**src/rtl/demux_collect_pkg.sv**
```systemverilog
// Shared types and sizes for the serial-to-frame collector.
package demux_collect_pkg;

    // Slot index width and slot count; the count is always 2**ADDRESS.
    localparam int unsigned ADDRESS = 3;
    localparam int unsigned M       = 8;

    typedef enum logic {
        FILL,
        FULL
    } collect_state_t;

endpackage

```
**src/rtl/reg_en_n.sv**
```systemverilog
// n-bit register with write enable and asynchronous active-low reset to zero.
module reg_en_n #(
    parameter int unsigned n = 4
) (
    input  logic [n-1:0] d,
    input  logic         en,
    input  logic         clk_i,
    input  logic         rst_ni,
    output logic [n-1:0] q
);

    // Load d when enabled, clear on reset.
    always_ff @(posedge clk_i or negedge rst_ni) begin
        if (!rst_ni) begin
            q <= '0;
        end else if (en) begin
            q <= d;
        end
    end

endmodule

```
**src/rtl/demux8to1_collect_n.sv**
```systemverilog
// Packs a stream of n-bit words into an 8-slot frame and presents it with valid_o.
module demux8to1_collect_n
    import demux_collect_pkg::*;
#(
    parameter int unsigned n = 4
) (
    input  logic               clk_i,
    input  logic               rst_ni,
    input  logic               flush_i,
    input  logic [n-1:0]       data_i,
    input  logic               valid_i,
    output logic               ready_o,
    output logic [n-1:0]       data_o [0:M-1],
    output logic               valid_o,
    input  logic               ready_i,
    output logic [ADDRESS:0]   count_o
);

    localparam int unsigned CW = ADDRESS + 1;

    collect_state_t r_state;
    collect_state_t w_state_d;
    logic [CW-1:0]  r_count;
    logic [CW-1:0]  w_count_d;
    logic           w_accept;
    logic           w_write;
    logic [M-1:0]   w_slot_en;

    // FULL with ready_i hands the frame off, so a word can be taken the same cycle.
    assign ready_o  = (r_state == FILL) | ((r_state == FULL) & ready_i);
    assign w_accept = valid_i & ready_o;
    assign w_write  = w_accept & ~flush_i;
    assign valid_o  = (r_state == FULL);
    assign count_o  = r_count;

    // Slot index wraps naturally: count==8 in FULL addresses slot 0 for the handoff word.
    genvar g;
    generate
        for (g = 0; g < M; g++) begin : g_slot
            assign w_slot_en[g] = w_write & (r_count[ADDRESS-1:0] == ADDRESS'(g));

            reg_en_n #(
                .n(n)
            ) u_slot (
                .d     (data_i),
                .en    (w_slot_en[g]),
                .clk_i (clk_i),
                .rst_ni(rst_ni),
                .q     (data_o[g])
            );
        end
    endgenerate

    // State and fill count registers.
    always_ff @(posedge clk_i or negedge rst_ni) begin
        if (!rst_ni) begin
            r_state <= FILL;
            r_count <= '0;
        end else begin
            r_state <= w_state_d;
            r_count <= w_count_d;
        end
    end

    // Next-state and count logic; flush overrides everything.
    always_comb begin
        w_state_d = r_state;
        w_count_d = r_count;
        if (flush_i) begin
            w_state_d = FILL;
            w_count_d = '0;
        end else begin
            unique case (r_state)
                FILL: begin
                    if (w_accept) begin
                        w_count_d = r_count + CW'(1);
                        if (r_count == CW'(M - 1)) begin
                            w_state_d = FULL;
                        end
                    end
                end
                FULL: begin
                    if (ready_i) begin
                        w_state_d = FILL;
                        w_count_d = valid_i ? CW'(1) : '0;
                    end
                end
                default: begin
                    w_state_d = FILL;
                    w_count_d = '0;
                end
            endcase
        end
    end

endmodule
```
**config.mk**
```make
export PLATFORM = sky130hd
export DESIGN_NAME = demux8to1_collect_n
export DESIGN_NICKNAME = d
export VERILOG_FILES = /design/src/rtl/demux_collect_pkg.sv /design/src/rtl/reg_en_n.sv /design/src/rtl/demux8to1_collect_n.sv
export SDC_FILE = /design/constraint.sdc
export NUM_CORES = 1
export LEC_CHECK = 0
export ABC_CLOCK_PERIOD_IN_PS = 4800
export CAP_MARGIN = 25
export CORE_ASPECT_RATIO = 0.8
export CORE_MARGIN = 5
export CORE_UTILIZATION = 49
export DETAILED_ROUTE_END_ITERATION = 8
export GPL_TIMING_DRIVEN = 0
export PLACE_DENSITY = 0.8
export SLEW_MARGIN = 40
export SYNTH_ARGS = -nofsm -noshare
export SYNTH_HDL_FRONTEND = slang
export SYNTH_HIERARCHICAL = 1
export SYNTH_SLANG_ARGS = --single-unit
```
**constraint.sdc**
```tcl
create_clock -name clk_i -period 4.8 [get_ports clk_i]
set_clock_uncertainty 0.15 [all_clocks]
set_input_delay 1.2 -clock clk_i [delete_from_list [all_inputs] [get_ports clk_i]]
set_output_delay 1.2 -clock clk_i [all_outputs]
set_load 0.05 [all_outputs]
```
==> results of run 1 <==
power breakdown:
group | switching, mW | total [mW] | internal (mW) | leakage (nW)
sequential | 0.0241 | 0.376 | 0.352 | 0.490
combinational | 0.193 | 0.302 | 0.109 | 0.478
clock | 0.110 | 0.279 | 0.169 | 0.0574
total | 0.327 | 0.957 | 0.630 | 1.03
cell usage in the layout (no fill, tap or decap), drive strengths merged, types with 2 or more instances in the layout:
| master | n |
|---|---|
| nand3 | 2 |
| dfrtp | 37 |
| and2 | 2 |
| a22oi | 2 |
| clkbuf | 6 |
| ha | 6 |
| mux2 | 32 |
| mux2i | 2 |
| inv | 4 |
| clkdlybuf4s50 | 45 |
| buf | 2 |
| and3 | 6 |
| nor2 | 3 |
final cells by class:
| type | count | area, µm² |
|---|---|---|
| Clock buffer | 6 | 82.58 |
| Tap cell | 40 | 50.05 |
| Clock inverter | 2 | 37.54 |
| Fill cell | 204 | 867.1 |
| Inverter | 4 | 15.01 |
| Sequential cell | 37 | 925.9 |
| Timing Repair Buffer | 47 | 483.0 |
| Multi-Input combinational cell | 65 | 624.3 |
metrics by stage:
| step | hold WS, ns | setup WS (ns) | util |
|---|---|---|---|
| final | 0.3608 | 0.7094 | 0.7190 |
| after global routing | 0.3812 | 0.6613 | 0.7190 |
| after CTS | 0.3635 | 0.6996 | 0.7190 |
| after detailed placement | 0.3477 | 0.7059 | 0.6800 |
| after global placement | 0.3393 | 0.7357 | 0.6727 |
| after floorplan | 0.6466 | 1.812 | - |
path summary, 6_finish.rpt:
| check | slack (ns) | end | cells after the start | start |
|---|---|---|---|---|
| setup / recovery | 0.71 | ready_o | 3 | ready_i |
| setup reg to reg | 2.98 | g_slot[6].u_slot/q[3]$_DFFE_PN0P_ | 4 | valid_o$_DFF_PN0_ |
| max in group asynchronous | 3.43 | count_o[0]$_DFFE_PN0P_ | 2 | rst_ni |
| hold / removal | 0.36 | g_slot[3].u_slot/q[3]$_DFFE_PN0P_ | 1 | g_slot[3].u_slot/q[3]$_DFFE_PN0P_ |
| min in group asynchronous | 0.64 | g_slot[2].u_slot/q[0]$_DFFE_PN0P_ | 1 | rst_ni |
| hold reg to reg | 0.36 | g_slot[3].u_slot/q[3]$_DFFE_PN0P_ | 1 | g_slot[3].u_slot/q[3]$_DFFE_PN0P_ |
logic make-up after synthesis:
kind of cell,Yosys count,synth area share
compound gates,5,0.02318
fa+ha+maj,6,0.04796
buf+inv,4,0.009590
flops,37,0.5915
mux,34,0.2430
simple gates,20,0.08474
worst max-delay path: stages:
cell and delay (ns):
clkdlybuf4s50_1 0.54, nand2b_1 0.18, clkdlybuf4s50_1 0.82
registers in the layout, summed over array words and instances (netlist names):
register / cells
count_o: 4
g_slot.u_slot/q: 32
valid_o: 1
per-layer routing:
metal	track usage	wire length, µm
met3	0.05464	234
met1	0.2220	1559
met2	0.3045	1755
met4	0.09474	46
met5	0	0
==> impl_metrics.env, run 1 <==
export IMPL_status="finished clean"
export IMPL_path_clk_slew_ns=0.07
export IMPL_grt_max_degree=27
export IMPL_criticalPathCategory="in2out"
export IMPL_netlist_area_leader_share=0.5915
export IMPL_placed_cells=193
export IMPL_grt_total_usage=0.1844
export IMPL_gp_congestion=0.8487
export IMPL_post_cts_resize_count=0
export IMPL_worst_ep_arrival_time_ns=2.74
export IMPL_final_area_um2=2218
export IMPL_root_buffer="clkbuf_8"
export IMPL_rsz0062_at_grt="false"
export IMPL_numCtsBuffers=5
export IMPL_hold_violations=0
export IMPL_vias=1057
export IMPL_wl_um=3595
export IMPL_die_area_um2=4432
export IMPL_cts_tree="yes"
export IMPL_synth_top_cell_by_area="dfrtp_1"
export IMPL_setup_viol=0
export IMPL_fmax_ghz=0.2445
export IMPL_synth_ff_type="dfrtp_1"
export IMPL_io_pins=47
export IMPL_min_period_over_period=0.8522
export IMPL_post_cts_setup_buffer_count=0
export IMPL_ys_seq_area_frac=0.5915
export IMPL_final_cells=201
export IMPL_drc=0
export IMPL_drive_above_1_share=0.2733
export IMPL_first_global_vias=1128
export IMPL_critical_path_required_ns=3.45
export IMPL_coreArea_um2=3085
export IMPL_syn_inst=106
export IMPL_p_per_area_nw_per_um2=431.3
export IMPL_area_growth_syn_to_layout_pct=41.73
export IMPL_power_total_uw=956.7
export IMPL_slew_headroom=0.6526
export IMPL_setup_tns_ns=0
export IMPL_nets=175
export IMPL_synth_nets=121
export IMPL_end_kind="primary output"
export IMPL_synthTopCellsByArea="dfrtp_1 (59%), mux2_2 (23%), ha_1 (4.8%)"
export IMPL_antenna_left=0
export IMPL_hold_buffers=0
export IMPL_wl_per_cell_um=17.89
export IMPL_place_area_um2=2098
export IMPL_clock_path_buffers=2
export IMPL_antenna_found_initial=0
export IMPL_drv_cap=0
export IMPL_synth_edf_count=0
export IMPL_holdCritPathClass="reg2reg"
export IMPL_n_antenna_cell=0
export IMPL_p_leak_nw=1.025
export IMPL_synth_most_common_cell="dfrtp_1"
export IMPL_synthesis_area_um2=1565
export IMPL_drt_iter0_markers=45
export IMPL_htreeDepth=2
export IMPL_firstDrtPassIters=4
export IMPL_ys_async_sr_fraction=1.000
export IMPL_synth_cell_types=20
export IMPL_grt_overflow=0
export IMPL_clk_latency_ns=0.29
export IMPL_die_x_um=73.19
export IMPL_ir_drop_mv=0.2616
export IMPL_drv_slew=0
export IMPL_portBuffers=46
export IMPL_worst_setup_path_start_kind="primary input"
export IMPL_critical_path_max_fanout=4
export IMPL_dp_hpwl_um=2650
export IMPL_syn_avg_cell_area_um2=14.77
export IMPL_vias_per_cell=5.259
export IMPL_cts_sink_count=37
export IMPL_fin_crit_ns=4.091
export IMPL_rows=18
export IMPL_initial_core_util=0.5073
export IMPL_ys_warn_count=6
export IMPL_tightest_slew_ns=0.5194
export IMPL_die_h_um=60.55
export IMPL_synth_seq_cells=37
export IMPL_grt_pass1_wl_um=5796
export IMPL_synth_common_cells="dfrtp_1 (37), mux2_2 (32), and3_1 (6), ha_1 (6), inv_1 (4)"
No activity file was read; power rests on OpenSTA's default activity.
==> run 2, diff against run 1 <==
Settings changed: ABC_CLOCK_PERIOD_IN_PS 4800 to 3500, CORE_UTILIZATION 49 to 41, GPL_ROUTABILITY_DRIVEN set to 0, PLACE_DENSITY 0.8 to 0.71.
Clock period 4.8 ns to 3.5 ns, I/O delays scaled along.
==> impl_metrics.env, run 2 (synthesis results as in run 1) <==
export IMPL_initial_core_util=0.4170
export IMPL_setup_viol=0
export IMPL_htreeDepth=2
export IMPL_largest_reg_flops=32
export IMPL_n_antenna_cell=0
export IMPL_hold_violations=0
export IMPL_portBuffers=46
export IMPL_grt_overflow=0
export IMPL_grt_pass1_wl_um=5609
export IMPL_die_x_um=79.08
export IMPL_rsz0062_at_grt="false"
export IMPL_end_kind="primary output"
export IMPL_p_leak_nw=1.026
export IMPL_hold_buffers=0
export IMPL_mostFrequentLayoutCells="clkdlybuf4s50_1 (45), dfrtp_1 (37), mux2_2 (32)"
export IMPL_post_cts_setup_buffer_count=0
export IMPL_path_clk_slew_ns=0.07
export IMPL_fmax_ghz=0.2904
export IMPL_clock_path_buffers=2
export IMPL_numCtsBuffers=5
export IMPL_place_area_um2=2103
export IMPL_min_period_over_period=0.9840
export IMPL_coreArea_um2=3754
export IMPL_first_global_vias=1097
export IMPL_vias_per_cell=5.137
export IMPL_grt_max_degree=26
export IMPL_holdCritPathClass="in2async"
export IMPL_critical_path_max_fanout=4
export IMPL_r2r_setup_slack_ns=1.70
export IMPL_nFillCells=299
export IMPL_rows=20
export IMPL_drive_above_1_share=0.2671
export IMPL_mostFrequentLayoutCell="clkdlybuf4s50_1"
export IMPL_drt_iter0_markers=15
export IMPL_die_h_um=65.27
export IMPL_root_buffer="clkbuf_8"
export IMPL_area_growth_syn_to_layout_pct=41.81
export IMPL_r2r_start="valid_o$_DFF_PN0_"
export IMPL_antenna_found_initial=0
export IMPL_cts_sink_count=37
export IMPL_wl_per_cell_um=16.78
export IMPL_vias=1053
export IMPL_reg2reg_to="g_slot[0].u_slot/q[2]$_DFFE_PN0P_"
export IMPL_cts_tree="yes"
export IMPL_antenna_left=0
export IMPL_regMostFlops="g_slot.u_slot/q"
export IMPL_criticalPathCategory="in2out"
export IMPL_post_cts_resize_count=0
export IMPL_io_pins=47
export IMPL_setup_tns_ns=0
export IMPL_clk_latency_ns=0.29
export IMPL_die_area_um2=5161
export IMPL_drv_cap=0
export IMPL_p_per_area_nw_per_um2=589.2
export IMPL_wl_um=3440
export IMPL_grt_total_usage=0.1473
export IMPL_firstDrtPassIters=4
export IMPL_ir_drop_mv=0.3999
export IMPL_fin_crit_ns=3.444
export IMPL_dp_hpwl_um=2495
export IMPL_nets=175
export IMPL_drv_slew=0
export IMPL_final_area_um2=2220
export IMPL_worst_ep_arrival_time_ns=2.42
export IMPL_rr_worst_depth=4
export IMPL_worst_setup_path_start_kind="primary input"
export IMPL_slew_headroom=0.6524
export IMPL_drc=0
export IMPL_status="finished clean"
export IMPL_critical_path_required_ns=2.47
export IMPL_tightest_slew_ns=0.5197
[run 2: cell types whose count changed in the layout (fill, tap and decap cells not counted)]
cell,delta
clkinvlp_4,-1
clkbuf_1,+1
[run 2: worst max path at each step]
stage               startpoint                           endpoint  slack [ns]  cells after the start
floorplan              ready_i  g_slot[4].u_slot/q[0]$_DFFE_PN0P_        1.04                      4
global placement       ready_i                            ready_o        0.08                      3
detailed placement     ready_i                            ready_o        0.06                      3
CTS                    ready_i                            ready_o        0.06                      3
global route           ready_i                            ready_o        0.03                      3
finish                 ready_i                            ready_o        0.06                      3
[run 2: cell type report]
type                            instances  area, µm²  area share
Clock buffer                            7      86.33     0.03890
Clock inverter                          1      30.03     0.01353
Inverter                                4      15.01    0.006764
Multi-Input combinational cell         65      624.3      0.2813
Sequential cell                        37      925.9      0.4171
Tap cell                               44      55.05     0.02480
Timing Repair Buffer                   47      483.0      0.2176
[run 2: worst max-delay path: stages]
cell,delay (ns)
clkdlybuf4s50_1,0.54
nand2b_1,0.18
clkdlybuf4s50_1,0.82
[run 2: stage by stage]
stage	power (mW)	util	std cells	hold slack [ns]	setup WS, ns
2_1_floorplan	0.7792	-	106	0.4294	1.040
3_3_place_gp	0.9287	0.5543	196	0.3383	0.08359
3_5_place_dp	0.9386	0.5603	197	0.3470	0.06089
4_1_cts	1.318	0.5913	205	0.3248	0.05667
5_1_grt	1.356	0.5913	205	0.3422	0.02759
6_report	1.308	0.5913	205	0.3181	0.05602
[run 2: report_power, final]
part,total [mW],internal [mW],switching [mW]
combinational,0.413,0.149,0.265
clock,0.379,0.232,0.147
sequential,0.516,0.483,0.0325
total,1.31,0.864,0.444
[run 2: per-layer routing]
layer	GRT usage	share of wire	vias up
met1	0.1912	0.47	515
li1	-	-	494
met5	0	0	-
met3	0.04521	0.067	8
met2	0.2185	0.44	36
met4	0.08369	0.024	0
==> run 3, diff against run 2 <==
Settings changed: ABC_CLOCK_PERIOD_IN_PS 3500 to not set.
==> results of run 3 <==
Final layout, timing and power as in run 2 (identical DEF).
